**config.mk**
```make
export PLATFORM = sky130hd
export DESIGN_NAME = traj_action_decoder
export DESIGN_NICKNAME = d
export VERILOG_FILES = /design/src/rtl/traj_action_decoder.sv
export SDC_FILE = /design/constraint.sdc
export NUM_CORES = 1
export LEC_CHECK = 0
export BUFFER_PORTS_ARGS = -buffer_cell sky130_fd_sc_hd__buf_2
export CORE_MARGIN = 2
export CORE_UTILIZATION = 40
export DETAILED_ROUTE_END_ITERATION = 6
export PLACE_DENSITY = 0.58
export REMOVE_ABC_BUFFERS = 1
export SYNTH_ARGS = -nofsm -noshare
export SYNTH_HDL_FRONTEND = slang
export SYNTH_SLANG_ARGS = --single-unit
```
**constraint.sdc**
```tcl
create_clock -name clk -period 2.66 [get_ports clk]
set_clock_uncertainty 0.15 [all_clocks]
set_input_delay 0.266 -clock clk [delete_from_list [all_inputs] [get_ports clk]]
set_output_delay 0.266 -clock clk [all_outputs]
set_load 0.005 [all_outputs]
```
**src/rtl/traj_action_decoder.sv**
```systemverilog
// Recovers gridworld action codes from a stream of (x,y) positions and packs STEPS codes per word.
// One-cycle decode; word held until out_ready, samples refused while a word is held.
module traj_action_decoder #(
  parameter int STEPS = 4,
  localparam int W  = 3 * STEPS,
  localparam int KW = (STEPS > 1) ? $clog2(STEPS) : 1
) (
  input  logic          clk,
  input  logic          rst,
  input  logic          in_valid,
  output logic          in_ready,
  input  logic          in_start,
  input  logic [2:0]    in_x,
  input  logic [2:0]    in_y,
  output logic          out_valid,
  input  logic          out_ready,
  output logic [W-1:0]  out_word,
  output logic          out_err,
  output logic [KW-1:0] out_err_step
);

  typedef enum logic [1:0] {S_IDLE, S_COLLECT, S_HOLD} state_t;

  state_t        r_state;
  state_t        w_state_nxt;
  logic [2:0]    r_px;
  logic [2:0]    r_py;
  logic [KW-1:0] r_k;
  logic [W-1:0]  r_word;
  logic          r_err;
  logic [KW-1:0] r_err_step;
  logic          w_acc;
  logic [2:0]    w_code;
  logic          w_match;

  // Axis move: dir 0 = stay, 1 = increment, 2 = decrement; both saturate at the grid edge.
  function automatic logic [2:0] axis_step(input logic [2:0] v, input logic [1:0] dir);
    case (dir)
      2'd1:    return (v == 3'd7) ? v : v + 3'd1;
      2'd2:    return (v == 3'd0) ? v : v - 3'd1;
      default: return v;
    endcase
  endfunction

  function automatic logic [1:0] x_dir(input logic [2:0] c);
    if (c[1:0] == 2'd0) return 2'd0;
    return c[2] ? 2'd2 : 2'd1;
  endfunction

  function automatic logic [1:0] y_dir(input logic [2:0] c);
    case (c)
      3'd2, 3'd6:       return 2'd0;
      3'd7, 3'd0, 3'd1: return 2'd1;
      default:          return 2'd2;
    endcase
  endfunction

  assign w_acc = in_valid && (r_state != S_HOLD);

  // Scan codes high to low so the lowest matching code is the one left standing.
  always_comb begin
    w_code  = 3'd0;
    w_match = 1'b0;
    for (int c = 7; c >= 0; c--) begin
      if (axis_step(r_px, x_dir(3'(c))) == in_x && axis_step(r_py, y_dir(3'(c))) == in_y) begin
        w_code  = 3'(c);
        w_match = 1'b1;
      end
    end
  end

  always_ff @(posedge clk) begin
    if (rst) r_state <= S_IDLE;
    else     r_state <= w_state_nxt;
  end

  always_comb begin
    w_state_nxt = r_state;
    case (r_state)
      S_IDLE:    if (w_acc && in_start) w_state_nxt = S_COLLECT;
      S_COLLECT: if (w_acc && !in_start && r_k == KW'(STEPS - 1)) w_state_nxt = S_HOLD;
      S_HOLD:    if (out_ready) w_state_nxt = S_COLLECT;
      default:   w_state_nxt = S_IDLE;
    endcase
  end

  always_comb begin
    out_valid    = (r_state == S_HOLD);
    in_ready     = (r_state != S_HOLD);
    out_word     = r_word;
    out_err      = r_err;
    out_err_step = r_err_step;
  end

  always_ff @(posedge clk) begin
    if (rst) begin
      r_px       <= 3'd0;
      r_py       <= 3'd0;
      r_k        <= '0;
      r_word     <= '0;
      r_err      <= 1'b0;
      r_err_step <= '0;
    end else begin
      case (r_state)
        S_IDLE: begin
          if (w_acc && in_start) begin
            r_px       <= in_x;
            r_py       <= in_y;
            r_k        <= '0;
            r_err      <= 1'b0;
            r_err_step <= '0;
          end
        end
        S_COLLECT: begin
          if (w_acc) begin
            r_px <= in_x;
            r_py <= in_y;
            if (in_start) begin
              r_k        <= '0;
              r_err      <= 1'b0;
              r_err_step <= '0;
            end else begin
              // Step 0 lands in the top three bits of the word.
              for (int s = 0; s < STEPS; s++) begin
                if (r_k == KW'(s)) r_word[W-3-3*s +: 3] <= w_match ? w_code : 3'd0;
              end
              if (!w_match) begin
                r_err <= 1'b1;
                if (!r_err) r_err_step <= r_k;
              end
              r_k <= (r_k == KW'(STEPS - 1)) ? '0 : r_k + KW'(1);
            end
          end
        end
        S_HOLD: begin
          if (out_ready) begin
            r_k        <= '0;
            r_err      <= 1'b0;
            r_err_step <= '0;
          end
        end
        default: r_k <= '0;
      endcase
    end
  end

endmodule

```
==> metrics.csv <==
metric,value,unit
Synth Instances,195,
cell taking the most area after synthesis,dfxtp_1,
Cell Int Power,0.572,mW
CTS max path bufs,2,
Residual DRC,0,
Routed Antenna Nets,0,
max cap viols,0,
die height,67.3,um
kind of critical path,reg2reg,
CTS tree,yes,
first-pass detailed-route iteration total,4,
dpl hpwl,2500,um
# hold bufs at CTS,0,
Setup crit start kind,flip-flop,
final worst-path cycle share,94.2,%
Pins Over Slew Limit,0,
"Req. time, crit path",2.66,ns
ANT cells,0,
VDD IR max,0.303,mV
Die Width,67.3,um
H-Tree Depth,1,
gpl congestion,0.806,
fin nets,243,
first-pass GRT wire length,5280,um
sequential area share after synthesis,31.2,%
Non-Filler Instances,271,
Worst Hold Class,in2reg,
antenna violations before repair,0,
num ports,28,
initial core utilization,40.7,%
Cell variety after synth,40,
Mapped Avg Cell Area,8.23,um2
core box area,0.00394,mm2
Die ar.,0.00453,mm2
clock slew at reported path FFs,0.09,ns
CP max stage delay,0.42,ns
vias in the first global route,1164,
CTS Buf Count,3,
area growth from synthesis to layout,16.2,%
Psw,0.236,mW
Final min period,2.51,ns
root buffer cell,clkbuf_8,
Comb power frac,22.4,%
Yosys top cell area share,31.2,%
Reg power frac,48.6,%
CTS sink cnt,25,
row cnt,23,
share of cells above drive strength 1,23.1,%
pwr dens,433,mW/mm2
synth top area cells,"dfxtp_1 (31%), mux2i_1 (9.4%), ha_1 (7.8%)",
Fillers,391,
clock share of power,29.0,%
crit path from,r_py[1]$_SDFFE_PP0P_,
"FF+latch count, synth",25,
PortBufs,27,
final setup TNS,0,ns
launch point of the worst reg-to-reg path,r_py[1]$_SDFFE_PP0P_,
final hold vios,0,
Critical Path AT,2.50,ns
Via-to-Cell Ratio,5.06,
Crit-path slowest cell,or3b_4,
Net Sw Frac,29.3,%
Bufs and invs on worst path,1,
status,completed,
crit path capture type,flip-flop,
cell family with most CP delay,compound AO/OA/AOI/OAI gates,
worst skew pair latency,0.27,ns
Routed WL per cell,11.8,um
crit-path max FO,4,
static leakage,0.780,nW
critical hold path startpoint,out_ready,
"critical path, cell by cell","inv_1, ha_1, xnor2_1, or3b_4, nor3_2, a311o_2, nor2_1, a31o_1, a21oi_2, a211oi_1",
Synth Cell Area,0.00160,mm2
Final setup viols,0,
initial DRC count,44,
Worst Tran Pin Value,0.695,ns
pin count of the biggest net entering global routing,27,
Pwr Total,0.808,mW
Cells after DPL,266,
via count,1371,
Slew HR,53.5,%
f_max,399,MHz
GRT Total Usage,15.1,%
residual overflow from global routing,0,
WL final,3210,um
yosys synthesis warning count,0,
-- area by class of cell --
type / count / area, um2 / area share [%]
clock buffers: 3 / 41.3 / 2.21
repair buffers: 33 / 180 / 9.66
multi-input cells: 151 / 1040 / 55.8
clock inverters: 1 / 7.51 / 0.403
inverters: 8 / 30.0 / 1.61
well taps: 50 / 62.6 / 3.36
flip-flops and latches: 25 / 503 / 27.0
-- logic make-up after synthesis --
logic type / synth area share (%)
adders and majority gates: 7.80
and+or+nand+nor: 23.1
AOI/OAI and AO/OA: 17.6
DFF: 31.2
muxes: 9.36
xor gates and xnor gates: 6.40
buffers and inverters: 4.60
-- per-stage QoR --
step                hold WS, ns  utilization [%]  setup WS [ns]  instance area (um2)
global placement          0.315             45.5          0.142                 1800
finish                   0.0821             47.3          0.155                 1860
detailed placement        0.315             45.5          0.100                 1800
floorplan                 0.185                -          0.227                 1560
CTS                      0.0761             46.8         0.0769                 1840
global route              0.109             47.3       -0.00115                 1860
-- power by group through the flow --
stage	Clock, mW	Sequential [mW]	Combinational (mW)
6_report	0.234	0.393	0.181
5_1_grt	0.259	0.394	0.203
4_1_cts	0.246	0.392	0.175
3_5_place_dp	0	0.401	0.174
3_3_place_gp	0	0.401	0.174
2_1_floorplan	0	0.401	0.122
-- what timing repair did --
action	4_1_cts	5_1_grt
setup endpoints to repair	0	13
endpoints found under the hold margin	0	0
resized for setup	0	4
buffers inserted	0	1
-- cell usage after synthesis (all sizes together) --
master / n
nor2: 33
dfxtp: 25
mux2i: 15
a21oi: 14
nand2: 13
ha: 10
xnor2: 9
a211oi: 8
clkbuf: 8
inv: 8
nand3: 6
and3: 5
o21ai: 5
nand2b: 4
nor2b: 4
buf: 3
a2bb2oi: 2
and2: 2
nand3b: 2
nor3: 2
nor3b: 2
o22ai: 2
or3: 2
a211o: 1
a22oi: 1
a311o: 1
a311oi: 1
a31o: 1
a31oi: 1
a32oi: 1
o211ai: 1
o22a: 1
or3b: 1
xor2: 1
-- path summary, 6_finish.rpt --
check	end	slack, ns	cells after the start
worst max register to register	out_word[1]$_SDFFE_PP0P_	0.15	10
worst max-delay path	out_word[1]$_SDFFE_PP0P_	0.15	10
worst min register to register	out_err_step[0]$_SDFFE_PP0P_	0.32	2
worst min-delay path	r_state[0]$_SDFFE_PP0P_	0.08	3
-- registers in the layout, summed over array words and instances, names as in the netlist --
| name | cells |
|---|---|
| r_px | 3 |
| r_py | 3 |
| out_word | 12 |
| out_err | 1 |
| r_k | 2 |
| out_err_step | 2 |
| r_state | 2 |
-- routing by layer --
| layer | up-vias | global-route usage (%) | routed length [um] |
|---|---|---|---|
| met2 | 23 | 26.1 | 1490 |
| met1 | 616 | 18.7 | 1560 |
| met4 | 0 | 3.32 | 27 |
| met3 | 4 | 4.17 | 130 |
| li1 | 728 | - | - |
| met5 | - | 0 | 0 |
-- layout by cell type, fill, tap and decap left out, types with 2 or more instances in the layout --
cell       count
nand3_1        6
o21ai_0        5
nor2b_1        4
ha_1          10
xnor2_2        2
buf_4          6
nand2_1       12
xnor2_1        7
a21oi_1       12
dfxtp_2        2
or3_1          2
buf_2         27
mux2i_1       15
nand3b_1       2
nand2b_1       4
clkbuf_8       3
inv_1          8
a2bb2oi_1      2
a21oi_2        2
and2_1         2
a211oi_1       8
nor2_1        33
dfxtp_1       23
and3_1         5
o22ai_1        2
-- worst register-to-register path: stages (launching register included) --
cell	delay (ns)
dfxtp_2	0.36
inv_1	0.07
ha_1	0.30
xnor2_1	0.16
or3b_4	0.42
nor3_2	0.17
a311o_2	0.19
nor2_1	0.05
a31o_1	0.21
a21oi_2	0.19
a211oi_1	0.10
Power figures use the tool's default switching activity.
